File: src/rtl/regfile_pkg.sv
// Shared constants for the register file and its write-back controller.
// Scoreboard counters are CNT_W bits wide and saturate at CNT_MAX.
package regfile_pkg;
  localparam int ADDR_W   = 5;
  localparam int DATA_W   = 32;
  localparam int NUM_REGS = 32;
  localparam int CNT_W    = 2;

  typedef logic [CNT_W-1:0] cnt_t;

  localparam cnt_t CNT_MAX = 2'd3;
endpackage

File: src/rtl/regfile_wb_arbiter_if.sv
// Write-back, register-file and claim bundle.
// Master drives requests and claims; slave is the arbiter.
interface regfile_wb_arbiter_if
  import regfile_pkg::*;
#(
  parameter int NUM_REQ = 3,
  parameter int AW      = regfile_pkg::ADDR_W,
  parameter int DW      = regfile_pkg::DATA_W
);
  logic [NUM_REQ-1:0]    req_valid;
  logic [NUM_REQ-1:0]    req_ready;
  logic [NUM_REQ*AW-1:0] req_addr;
  logic [NUM_REQ*DW-1:0] req_data;
  logic                  WriteEnable;
  logic [AW-1:0]         write_address;
  logic [DW-1:0]         write_data_in;
  logic                  claim_valid;
  logic [AW-1:0]         claim_addr;
  logic                  claim_ready;
  logic [NUM_REGS-1:0]   pending;

  modport master (
    output req_valid, req_addr, req_data,
    output claim_valid, claim_addr,
    input  req_ready, claim_ready, pending,
    input  WriteEnable, write_address, write_data_in
  );

  modport slave (
    input  req_valid, req_addr, req_data,
    input  claim_valid, claim_addr,
    output req_ready, claim_ready, pending,
    output WriteEnable, write_address, write_data_in
  );
endinterface

File: src/rtl/rr_arbiter.sv
// Round-robin arbiter: first request at or above i_ptr, wrapping.
// Produces a one-hot grant plus its encoded index.
module rr_arbiter #(
  parameter int N = 3,
  localparam int PW = (N > 1) ? $clog2(N) : 1
) (
  input  logic [N-1:0]  i_req,
  input  logic [PW-1:0] i_ptr,
  output logic [N-1:0]  o_gnt,
  output logic [PW-1:0] o_idx
);
  logic          w_found;
  logic [PW:0]   w_sum;
  logic [PW-1:0] w_pos;

  always_comb begin
    o_gnt   = '0;
    o_idx   = '0;
    w_found = 1'b0;
    w_sum   = '0;
    w_pos   = '0;
    for (int k = 0; k < N; k++) begin
      w_sum = {1'b0, i_ptr} + (PW+1)'(k);
      if (w_sum >= (PW+1)'(N))
        w_sum = w_sum - (PW+1)'(N);
      w_pos = w_sum[PW-1:0];
      if (!w_found && i_req[w_pos]) begin
        w_found      = 1'b1;
        o_gnt[w_pos] = 1'b1;
        o_idx        = w_pos;
      end
    end
  end
endmodule

File: src/rtl/regfile_wb_arbiter.sv
// Write-back controller: round-robin share of the register file write
// port plus a per-register pending-write scoreboard for hazard checks.
module regfile_wb_arbiter
  import regfile_pkg::*;
#(
  parameter int NUM_REQ = 3,
  parameter int AW      = regfile_pkg::ADDR_W,
  parameter int DW      = regfile_pkg::DATA_W
) (
  input  logic clock,
  input  logic reset,
  regfile_wb_arbiter_if.slave bus
);
  localparam int PW = (NUM_REQ > 1) ? $clog2(NUM_REQ) : 1;

  logic [PW-1:0]      r_ptr;
  logic [PW-1:0]      w_idx;
  logic [NUM_REQ-1:0] w_gnt;
  logic               w_xfer;
  logic [AW-1:0]      w_addr;
  logic [DW-1:0]      w_data;

  logic               r_we;
  logic [AW-1:0]      r_waddr;
  logic [DW-1:0]      r_wdata;

  cnt_t               r_cnt [NUM_REGS];
  logic               w_claim_ready;
  logic               w_claim;
  logic               w_retire;

  rr_arbiter #(.N(NUM_REQ)) u_arb (
    .i_req (bus.req_valid),
    .i_ptr (r_ptr),
    .o_gnt (w_gnt),
    .o_idx (w_idx)
  );

  assign bus.req_ready = w_gnt;
  assign w_xfer        = |w_gnt;

  always_comb begin
    w_addr = '0;
    w_data = '0;
    for (int i = 0; i < NUM_REQ; i++) begin
      if (w_gnt[i]) begin
        w_addr = bus.req_addr[i*AW +: AW];
        w_data = bus.req_data[i*DW +: DW];
      end
    end
  end

  always_ff @(posedge clock or negedge reset) begin
    if (!reset) begin
      r_ptr <= '0;
    end else if (w_xfer) begin
      if (w_idx == PW'(NUM_REQ-1))
        r_ptr <= '0;
      else
        r_ptr <= w_idx + 1'b1;
    end
  end

  // Address and data hold between transfers; only the enable pulses.
  always_ff @(posedge clock or negedge reset) begin
    if (!reset) begin
      r_we    <= 1'b0;
      r_waddr <= '0;
      r_wdata <= '0;
    end else begin
      r_we <= w_xfer;
      if (w_xfer) begin
        r_waddr <= w_addr;
        r_wdata <= w_data;
      end
    end
  end

  assign bus.WriteEnable   = r_we;
  assign bus.write_address = r_waddr;
  assign bus.write_data_in = r_wdata;

  assign w_claim_ready = (bus.claim_addr == '0) ||
                         (r_cnt[bus.claim_addr] != CNT_MAX);
  assign bus.claim_ready = w_claim_ready;

  assign w_claim  = bus.claim_valid & w_claim_ready &
                    (bus.claim_addr != '0);
  assign w_retire = r_we & (r_waddr != '0);

  // Register 0 never sees inc/dec, so its counter stays at zero.
  for (genvar r = 0; r < NUM_REGS; r++) begin : g_cnt
    logic w_inc;
    logic w_dec;

    assign w_inc = w_claim  && (bus.claim_addr == AW'(r));
    assign w_dec = w_retire && (r_waddr == AW'(r));

    always_ff @(posedge clock or negedge reset) begin
      if (!reset)
        r_cnt[r] <= '0;
      else if (w_inc && !w_dec)
        r_cnt[r] <= r_cnt[r] + 1'b1;
      else if (w_dec && !w_inc && (r_cnt[r] != '0))
        r_cnt[r] <= r_cnt[r] - 1'b1;
    end

    assign bus.pending[r] = (r_cnt[r] != '0);
  end

  always @(posedge clock) begin
    if (reset && w_retire)
      assert (r_cnt[r_waddr] != '0)
        else $error("retire of idle register %0d", r_waddr);
  end
endmodule

File: src/flat_wrapper.sv
// flat-port wrapper written by rule: the top's interface ports become plain ports
module regfile_wb_arbiter_flat import regfile_pkg::*;
#(
  parameter int NUM_REQ = 3,
  parameter int AW      = regfile_pkg::ADDR_W,
  parameter int DW      = regfile_pkg::DATA_W
)
  (clock, reset, bus_req_valid, bus_req_addr, bus_req_data, bus_claim_valid, bus_claim_addr, bus_req_ready, bus_claim_ready, bus_pending, bus_WriteEnable, bus_write_address, bus_write_data_in);
  regfile_wb_arbiter_if #(.NUM_REQ(NUM_REQ), .AW(AW), .DW(DW)) bus_i ();
  input  logic clock;
  input  logic reset;
  input wire logic [$bits(bus_i.req_valid)-1:0] bus_req_valid;
  input wire logic [$bits(bus_i.req_addr)-1:0] bus_req_addr;
  input wire logic [$bits(bus_i.req_data)-1:0] bus_req_data;
  input wire logic [$bits(bus_i.claim_valid)-1:0] bus_claim_valid;
  input wire logic [$bits(bus_i.claim_addr)-1:0] bus_claim_addr;
  output wire logic [$bits(bus_i.req_ready)-1:0] bus_req_ready;
  output wire logic [$bits(bus_i.claim_ready)-1:0] bus_claim_ready;
  output wire logic [$bits(bus_i.pending)-1:0] bus_pending;
  output wire logic [$bits(bus_i.WriteEnable)-1:0] bus_WriteEnable;
  output wire logic [$bits(bus_i.write_address)-1:0] bus_write_address;
  output wire logic [$bits(bus_i.write_data_in)-1:0] bus_write_data_in;
  assign bus_i.req_valid = bus_req_valid;
  assign bus_i.req_addr = bus_req_addr;
  assign bus_i.req_data = bus_req_data;
  assign bus_i.claim_valid = bus_claim_valid;
  assign bus_i.claim_addr = bus_claim_addr;
  assign bus_req_ready = bus_i.req_ready;
  assign bus_claim_ready = bus_i.claim_ready;
  assign bus_pending = bus_i.pending;
  assign bus_WriteEnable = bus_i.WriteEnable;
  assign bus_write_address = bus_i.write_address;
  assign bus_write_data_in = bus_i.write_data_in;
  regfile_wb_arbiter #(.NUM_REQ(NUM_REQ), .AW(AW), .DW(DW)) u_core (.clock(clock), .reset(reset), .bus(bus_i));
endmodule
File: config.mk
export PLATFORM = sky130hd
export DESIGN_NAME = regfile_wb_arbiter_flat
export DESIGN_NICKNAME = d
export VERILOG_FILES = /design/src/rtl/regfile_pkg.sv /design/src/rtl/regfile_wb_arbiter_if.sv /design/src/rtl/rr_arbiter.sv /design/src/rtl/regfile_wb_arbiter.sv /design/src/flat_wrapper.sv
export SDC_FILE = /design/constraint.sdc
export NUM_CORES = 1
export LEC_CHECK = 0
export BUFFER_PORTS_ARGS = -buffer_cell sky130_fd_sc_hd__buf_2
export CORE_MARGIN = 1.5
export CORE_UTILIZATION = 50
export CTS_CLUSTER_SIZE = 40
export DETAILED_ROUTE_END_ITERATION = 16
export HOLD_SLACK_MARGIN = 0.06
export PLACE_DENSITY = 0.77
export SLEW_MARGIN = 30
export SYNTH_ARGS = -nofsm -noshare
export SYNTH_HDL_FRONTEND = slang
export SYNTH_SLANG_ARGS = --single-unit
File: constraint.sdc
create_clock -name clock -period 6.8 [get_ports clock]
set_clock_uncertainty 0.1 [all_clocks]
set_input_delay 0.68 -clock clock [delete_from_list [all_inputs] [get_ports clock]]
set_output_delay 0.68 -clock clock [all_outputs]
set_load 0.02 [all_outputs]
# Word level (Yosys, flattened, before mapping)
# Index checks and enable logic that the tools add are counted.
[word_totals]
wordCells = 584
output_inout_bits = 74
ff_bits = 104
input_bits = 122
[op_classes]
n_eq_ne = 64
bitwise = 6
n_mux = 97
addsub = 70
magnitude_cmp = 10
reduce_logical = 301
[op_table]
columns = ["cell", "n"]
rows = [
  ["$logic_and A1 B1 Y1", 165],
  ["$eq A5 B5 Y1 const B", 32],
  ["$mux W2", 73],
  ["$reduce_bool A2 Y1", 64],
  ["$mux W32", 3],
  ["$eq A5 B4 Y1 const B", 16],
  ["$add A2 B1 Y2 const B", 33],
  ["$logic_not A1 Y1", 66],
  ["$sub A2 B1 Y2 const B", 32],
  ["$eq A5 B3 Y1 const B", 8],
  ["$eq A5 B2 Y1 const B", 4],
  ["$mux W5", 3],
  ["$bmux W2 S5", 1],
  ["$eq A5 B1 Y1 const B", 2],
  ["$logic_not A5 Y1", 2],
  ["$reduce_bool A5 Y1", 2],
  ["$lt A2 B3 Y1 const B", 3],
  ["$mux W3", 3],
  ["$mux W1", 8],
  ["$bmux W1 S2", 3],
  ["$demux W1 S2", 3],
  ["$ge A2 B1 Y1 const B", 3],
  ["$ge A3 B2 Y1 const B", 2],
  ["$ge A6 B6 Y1 const B", 1],
  ["11 further kinds", 16],
]

# Depth between registers and ports, before layout
# Gate-level depths: netlist (run 1).
[depth]
ltp_word = 14
ltp_mapped = 12
ltp_nobuf = 9

# Cells and area by module
# A second synthesis (run 1) with hierarchy kept.
[unflattened]
hier_cells = 710
hier_area_um2 = 6610.1
[modules_own_cells]
columns = ["module", "instances", "seq_area_each_um2", "cells_per_inst", "area_each_um2"]
rows = [
  ["regfile_wb_arbiter", 1, 2602.5, 672, 6349.8],
  ["rr_arbiter", 1, 0.0, 38, 260.2],
]

# Worst setup path before layout (run 1)
# Ideal clock, no wire load.
[synth_timing]
path_kind = "register to output"
from = "register u_core.r_ptr[0]"
to = "output port bus_req_ready[2]"
stages_incl_launch_ff = 10
n_path_buf = 3
arrival_ns = 2.069
required_time_ns = 6.020
slack_ns = 3.951
path_cell_list = "dfrtp_1 inv_1 ha_1 buf_2 nand4bb_1 a21oi_1 a22oi_1 o21ai_1 buf_2 clkbuf_1"
[synth_between]
elab_chain_len = 11
elab_cells_between_ends = 43
[synth_rtl]
columns = ["element", "line", "text"]
rows = [
  ["start: declaration", "regfile_wb_arbiter.sv:16", "logic [PW-1:0] r_ptr;"],
  ["start signal: assignment", "regfile_wb_arbiter.sv:60", "r_ptr <= w_idx + 1'b1;"],
  ["$add A2 B1 Y3 (tied with other cells)", "rr_arbiter.sv:23", "w_sum = {1'b0, i_ptr} + (PW+1)'(k);"],
  ["$ge A3 B2 Y1 (tied with other cells)", "rr_arbiter.sv:24", "if (w_sum >= (PW+1)'(N))"],
  ["$mux W2 (tied with other cells)", "rr_arbiter.sv:24", ""],
  ["$lt A2 B3 Y1 (not written as such) (tied with other cells)", "rr_arbiter.sv:29", "o_gnt[w_pos] = 1'b1;"],
  ["$logic_and A1 B1 Y1 (not written as such) (tied with other cells)", "rr_arbiter.sv:29", ""],
  ["$mux W1 (not written as such) (tied with other cells)", "rr_arbiter.sv:29", ""],
  ["$demux W1 S2 (tied with other cells)", "rr_arbiter.sv:29", ""],
  ["$or A3 B3 Y3 (no source line) or $mux W1 (tied branches)", "-", ""],
  ["$mux W3 or $logic_not A1 Y1 (tied branches)", "rr_arbiter.sv:27", "if (!w_found && i_req[w_pos]) begin"],
  ["$or A3 B3 Y3 (no source line) or $logic_and A1 B1 Y1 (tied branches)", "-", ""],
  ["$mux W3 (*)", "rr_arbiter.sv:27", ""],
  ["end: declaration", "flat_wrapper.sv:17", "output wire logic [$bits(bus_i.req_ready)-1:0] bus_req_ready;"],
]
# Every way passes the cells marked *; elsewhere a longest branch is shown, timed or not. The select of a mux whose other input is x is not followed.

# Worst setup path in the final report (run 1)
[layout_timing]
from = "register u_core.r_ptr[0]"
to = "register u_core.r_wdata[22] (netlist: u_core.bus.write_data_in[22])"
[layout_between]
elab_chain_len = 14
elab_cells_between_ends = 47
[layout_rtl]
columns = ["element", "line", "text"]
rows = [
  ["$add A2 B1 Y3 (tied with other cells)", "rr_arbiter.sv:23", ""],
  ["$ge A3 B2 Y1 (tied with other cells)", "rr_arbiter.sv:24", ""],
  ["$mux W2 (tied with other cells)", "rr_arbiter.sv:24", ""],
  ["$lt A2 B3 Y1 (not written as such) (tied with other cells)", "rr_arbiter.sv:29", ""],
  ["$logic_and A1 B1 Y1 (not written as such) (tied with other cells)", "rr_arbiter.sv:29", ""],
  ["$mux W1 (not written as such) (tied with other cells)", "rr_arbiter.sv:29", ""],
  ["$demux W1 S2 (tied with other cells)", "rr_arbiter.sv:29", ""],
  ["$or A3 B3 Y3 (no source line) or $mux W1 (tied branches)", "-", ""],
  ["$mux W3 or $logic_not A1 Y1 (tied branches)", "rr_arbiter.sv:27", ""],
  ["$or A3 B3 Y3 (no source line) or $logic_and A1 B1 Y1 (tied branches)", "-", ""],
  ["$mux W3 (*)", "rr_arbiter.sv:27", ""],
  ["$mux W32 (3 in series)", "regfile_wb_arbiter.sv:46", "if (w_gnt[i]) begin"],
  ["end signal: assignment", "regfile_wb_arbiter.sv:74", "r_wdata <= w_data;"],
  ["end: declaration", "regfile_wb_arbiter.sv:25", "logic [DW-1:0] r_wdata;"],
]
# Marked as above.
# A chain may end at the register's enable or synchronous reset.

==> impl_metrics.toml, run 1 <==
[run_status]
outcome = "completed"

[power_and_ir_drop]
p_clk_share_pct = 15.5
seq_power_share_pct = 29.9
vdd_drop_max_v = 0.000612
power_density_nw_per_um2 = 432
internal_power_mw = 1.92
switching_share_pct = 46.6
combPwrFrac_pct = 54.5
p_leak_nw = 3.88
p_switching_mw = 1.68

[synthesis]
ys_seq_area_share_pct = 37.1
netlist_area_um2 = 7010
synth_edf_count = 0
yosysWarnings = 0
ys_types = 56
async_reset_ff_share_pct = 100
synth.avg_cell_area_um2 = 8.63
syn_inst = 812
synth_top_flop_cell = "dfrtp_1"
syn-num-nets = 939
ys_seq_elements = 104

[sta]
finalHoldViolCount = 0
layout_min_cycle_time_ns = 3.98
period_share_pct = 58.5
slew_headroom_pct = 42.1
fin_setup_tns_ns = 0
worst_pin_slew_ns = 0.868
max_freq_ghz = 0.251
grt_setup_unrepaired = "no"
hold_ws_ns = 0.211
fin_ws_ns = 2.82
final-setup-viol-count = 0
slew_violations = 0

[worst_setup_path]
startpoint_type = "flip-flop"
path_buf_inv = 2
cp_slowest_stage_delay_ns = 0.84
path_cells = "inv_1, ha_1, nand4bb_1, a21oi_1, o21ai_4, and2_4, inv_2, or3_2, o221ai_1"
critical_path_required_ns = 6.96
worstSetupEndpointType = "flip-flop"
reg2reg_depth = 9
worst-path-stages = 9
cp_max_fo = 40
critical-path-slowest-cell = "or3_2"
cp_top_family = "simple AND/OR/NAND/NOR gates"
critical_path_arrival_ns = 4.14
path_class = "flip-flop to flip-flop"

[clock_network]
clockRootBuffer = "clkbuf_16"
numCtsBuffers = 9
clock_sinks = 104
cts.clk_slew.worst_paths_ns = 0.07
cts_buffer_depth = 2
ctsResizeCount = 0
cts_setup_buffers = 0
holdBufCountCts = 0
clk_latency_ns = 0.35
cts_tree = "yes"
h-tree-depth = 3

[floorplan]
row_count = 43
coreArea_um2 = 13800
dieArea_um2 = 14700
io_pins = 196
initial_utilization_pct = 50.9
die_y_um = 121
die_w_um = 121

[layout]
layout_commonest_cell = "buf_2"
fill_cells = 1278
mostFrequentLayoutCells = "194 x buf_2, 104 x dfrtp_1, 103 x nor2_1, 87 x nand2_1, 58 x inv_1"
syn2layout_area_growth_pct = 18.6
layout-drive-gt1-share_pct = 29.9
instances_no_fill = 1162
nNetsFinal = 1104
n_antenna_cell = 0

[detailed_routing]
antenna_left = 0
routed_wl_um = 19100
drt_iter0_markers = 307
vias = 6587
dr.pass1.iters = 4
drc = 0
viasPerCell = 5.67
wl_per_cell_um = 16.5

[placement]
io_buffers = 195
place.gp.congestion = 0.855
post-place-ws_ns = 2.85
post-dp-hpwl_um = 14300
dp_cells = 1146

[global_routing]
grt_max_degree = 73
track_usage_pct = 26.5
grt_antenna_before_repair = 0
grt_pass1_wl_um = 30500
grt_pass1_vias = 6225
grt_overflow = 0

[hold_path]
hold_class = "input pin to async pin"

[job]
drv_cap = 0
[logic make-up (layout without fill, tap and decap cells)]
family,Yosys count,after routing,synth area share [%]
flip-flops,104,104,37.1
buffers and inverters,104,274,7.00
AO/OA/AOI/OAI,252,252,26.7
multiplexers,29,29,6.59
adder cells (fa/ha/maj),5,5,0.893
XOR/XNOR,4,4,0.500
AND/OR/NAND/NOR,314,314,21.2
[Yosys cell counts (8+ instances only)]
master | instances | area share [%]
dfrtp_1 | 104 | 37
a31oi_1 | 37 | 3.3
a21boi_0 | 38 | 4.1
a211oi_1 | 15 | 1.6
o221ai_2 | 8 | 1.7
o21ai_0 | 28 | 2.0
o221ai_1 | 31 | 3.9
nand2b_1 | 16 | 1.4
nand2_1 | 87 | 4.7
nor2_1 | 103 | 5.5
o22a_1 | 10 | 1.2
nor3_1 | 17 | 1.2
o21a_1 | 16 | 1.7
a21oi_1 | 32 | 2.3
inv_1 | 58 | 3.1
mux4_2 | 13 | 4.2
nand3_1 | 8 | 0.57
nor2b_1 | 15 | 1.3
clkbuf_1 | 19 | 1.0
buf_2 | 11 | 0.79
and3_1 | 14 | 1.2
or2_2 | 36 | 3.2
mux2i_1 | 9 | 1.3
buf_6 | 10 | 1.6
[path summary, 6_finish.rpt]
kind                                   from  slack (ns)                            to
max                         u_core.r_ptr[0]        2.82  u_core.bus.write_data_in[22]
min                                   reset        0.21              u_core.r_cnt[15]
max reg2reg                 u_core.r_ptr[0]        2.82  u_core.bus.write_data_in[22]
min reg2reg                u_core.r_cnt[62]        0.29              u_core.r_cnt[62]
max in group asynchronous             reset        5.19  u_core.bus.write_data_in[13]
min in group clock         u_core.r_cnt[62]        0.29              u_core.r_cnt[62]
[layout make-up]
cell class / instances / area (um^2) / share of cell area, %
flip-flops and latches: 104 / 2600 / 31.3
repair buffers: 199 / 1010 / 12.1
clock inverters: 5 / 81.3 / 0.978
inverters: 59 / 221 / 2.66
multi-input cells: 604 / 3940 / 47.4
well taps: 180 / 225 / 2.71
clock buffers: 11 / 233 / 2.80
[flip-flops by register name (all words and copies together) (netlist names)]
signal                    flops
u_core.r_cnt                 64
u_core.bus.write_data_in     32
u_core.bus.write_address      5
u_core.r_ptr                  2
u_core.bus.WriteEnable        1
[layer usage]
layer	global-route usage, %	vias up	share of wire [%]
met4	9.63	0	2.6
met5	0	-	0
met3	5.31	34	5.8
met2	43.9	245	48
li1	-	3235	-
met1	34.4	3073	43
[per-stage QoR]
step                power (mW)  cell area, um^2  util, %
global placement          3.00             7990     58.0
detailed placement        3.05             8000     58.1
floorplan                 2.58             7010        -
global route              3.87             8310     60.3
CTS                       3.61             8310     60.3
finish                    3.59             8310     60.3
[power groups by stage]
stage               Sequential (mW)  Clock [mW]  Combinational (mW)
detailed placement             1.08           0                1.97
global route                   1.11       0.592                2.17
finish                         1.08       0.558                1.96
CTS                            1.07       0.570                1.97
global placement               1.08           0                1.93
floorplan                      1.16           0                1.42
(Power assumes the default switching activity.)
==> run 2: changes to the inputs <==
--- a/config.mk
+++ b/config.mk
@@ -7,7 +7,7 @@
 export LEC_CHECK = 0
 export BUFFER_PORTS_ARGS = -buffer_cell sky130_fd_sc_hd__buf_2
 export CORE_MARGIN = 1.5
-export CORE_UTILIZATION = 50
+export CORE_UTILIZATION = 48
 export CTS_CLUSTER_SIZE = 40
 export DETAILED_ROUTE_END_ITERATION = 16
 export HOLD_SLACK_MARGIN = 0.06
==> constraint.sdc (replaced) <==
create_clock -name clock -period 3.5 [get_ports clock]
set_clock_uncertainty 0.1 [all_clocks]
set_input_delay 0.35 -clock clock [delete_from_list [all_inputs] [get_ports clock]]
set_output_delay 0.35 -clock clock [all_outputs]
set_load 0.02 [all_outputs]
==> run 2 against run 1 <==
Against the previous run: clock power rose by 110%; core utilization fell by 0.67 points; hold slack got worse by 0.11 ns; critical path type is now flip-flop to output pin; highest routed layer unchanged.
==> impl_metrics.toml, run 2 (same netlist as run 1, synthesis figures left out) <==
[worst_setup_path]
critical_path_required_ns = 3.05
path_buf_inv = 3
worst-path-stages = 8
startpoint_type = "flip-flop"
cp_slowest_stage_delay_ns = 0.53
worstSetupEndpointType = "output pin"
critical_path_arrival_ns = 2.78
path_cells = "inv_1, ha_1, or4bb_1, nor3_2, o21ai_1, o211ai_1, buf_4, buf_2"
reg2reg_depth = 10
cp_max_fo = 38
cp_top_family = "buffers and inverters"
path_class = "flip-flop to output pin"
critical-path-slowest-cell = "or4bb_1"

[hold_path]
hold_class = "input pin to flip-flop"
hold_depth = 3

[detailed_routing]
wl_per_cell_um = 16.5
routed_wl_um = 19200
dr.pass1.iters = 6
viasPerCell = 5.74
drc = 0
drt_iter0_markers = 508
vias = 6688
antenna_left = 0

[global_routing]
grt_overflow = 0
grt_pass1_wl_um = 30400
grt_pass1_vias = 6299
grt_max_degree = 75
track_usage_pct = 25.5
grt_antenna_before_repair = 0

[sta]
worst_pin_slew_ns = 0.736
max_freq_ghz = 0.310
slew_violations = 0
final-setup-viol-count = 0
fin_setup_tns_ns = 0
slew_headroom_pct = 50.9
period_share_pct = 92.3
finalHoldViolCount = 0
grt_setup_unrepaired = "no"
layout_min_cycle_time_ns = 3.23

[clock_network]
cts.clk_slew.worst_paths_ns = 0.07
numCtsBuffers = 9
cts_tree = "yes"
holdBufCountCts = 1
clk_latency_ns = 0.35
cts_buffer_depth = 2
clock_sinks = 104
ctsResizeCount = 0
clockRootBuffer = "clkbuf_16"
cts_setup_buffers = 0
h-tree-depth = 3

[placement]
post-dp-hpwl_um = 14400
place.gp.congestion = 0.830
dp_cells = 1149
post_dp_cell_area_um2 = 8020
io_buffers = 195

[power_and_ir_drop]
vdd_drop_max_v = 0.000667
p_total_mw = 7.08
p_leak_nw = 3.91
power_density_nw_per_um2 = 845

[layout]
largest_reg_flops = 64
multi_input_area_um2 = 3930
nNetsFinal = 1108
seqCellArea_um2 = 2600
layout-drive-gt1-share_pct = 30.2
n_antenna_cell = 0
mostFrequentLayoutCells = "194 x buf_2, 104 x dfrtp_1, 103 x nor2_1, 87 x nand2_1, 58 x inv_1"
final_design_area_no_fill_um2 = 8380
layout_commonest_cell = "buf_2"
fill_cells = 1290
instances_no_fill = 1166
regMostFlops = "u_core.r_cnt"
syn2layout_area_growth_pct = 19.5

[floorplan]
die_y_um = 124
row_count = 43
dieArea_um2 = 15300
die_w_um = 124
initial_utilization_pct = 49.9
coreArea_um2 = 14000
io_pins = 196

[run_status]
outcome = "completed"

[job]
drv_cap = 0
-- run 2: cell count changes in the layout (fill, tap and decap cells not counted), sizes merged --
cell	before	now
dlygate4sd3	0	1
buf	199	202
clkinvlp	1	4
clkinv	2	0
bufinv	2	3
clkbuf	11	9
-- run 2: metrics by stage --
stage                     utilization (%)  setup slack (ns)  hold slack (ns)
after floorplan                         -             0.981          -0.0456
after global placement               57.1             0.537            0.266
after detailed placement             57.1             0.409            0.266
after CTS                            59.7             0.277           0.0918
after global routing                 59.7             0.121            0.103
final                                59.7             0.271            0.102
-- run 2: cell type report --
| type | instances | area share (%) |
|---|---|---|
| clock buffers | 9 | 2.69 |
| clock inverters | 7 | 1.43 |
| inverters | 59 | 2.64 |
| multi-input cells | 604 | 46.9 |
| flip-flops and latches | 104 | 31.1 |
| well taps | 180 | 2.69 |
| repair buffers | 203 | 12.6 |
-- run 2: worst paths after layout --
kind | startpoint | endpoint | slack, ns
worst max register to register | u_core.r_ptr[0] | u_core.bus.write_address[4] | 0.36
min in group asynchronous | reset | u_core.r_cnt[5] | 0.46
worst max-delay path | u_core.r_ptr[1] | bus_req_ready[0] | 0.27
worst min register to register | u_core.r_cnt[62] | u_core.r_cnt[62] | 0.28
max in group asynchronous | reset | u_core.r_cnt[56] | 2.11
worst min-delay path | bus_req_data[93] | u_core.bus.write_data_in[29] | 0.10
-- run 2: where the power goes --
part           switching (mW)  internal, mW  leakage, nW
Combinational            2.38          1.45         2.47
Clock                   0.474         0.699        0.154
Sequential              0.416          1.67         1.28
Total                    3.27          3.81         3.91
-- run 2: metal layers --
| layer | vias up | routed length (um) | global-route usage [%] |
|---|---|---|---|
| met4 | 0 | 585 | 10.7 |
| met2 | 280 | 9270 | 42.0 |
| li1 | 3254 | - | - |
| met3 | 39 | 1380 | 4.72 |
| met1 | 3115 | 8010 | 33.0 |
| met5 | - | 0 | 0 |
-- run 2: worst min-delay path: stages --
cell	delay, ns
buf_2	0.07
nand2_1	0.04
o221ai_1	0.05
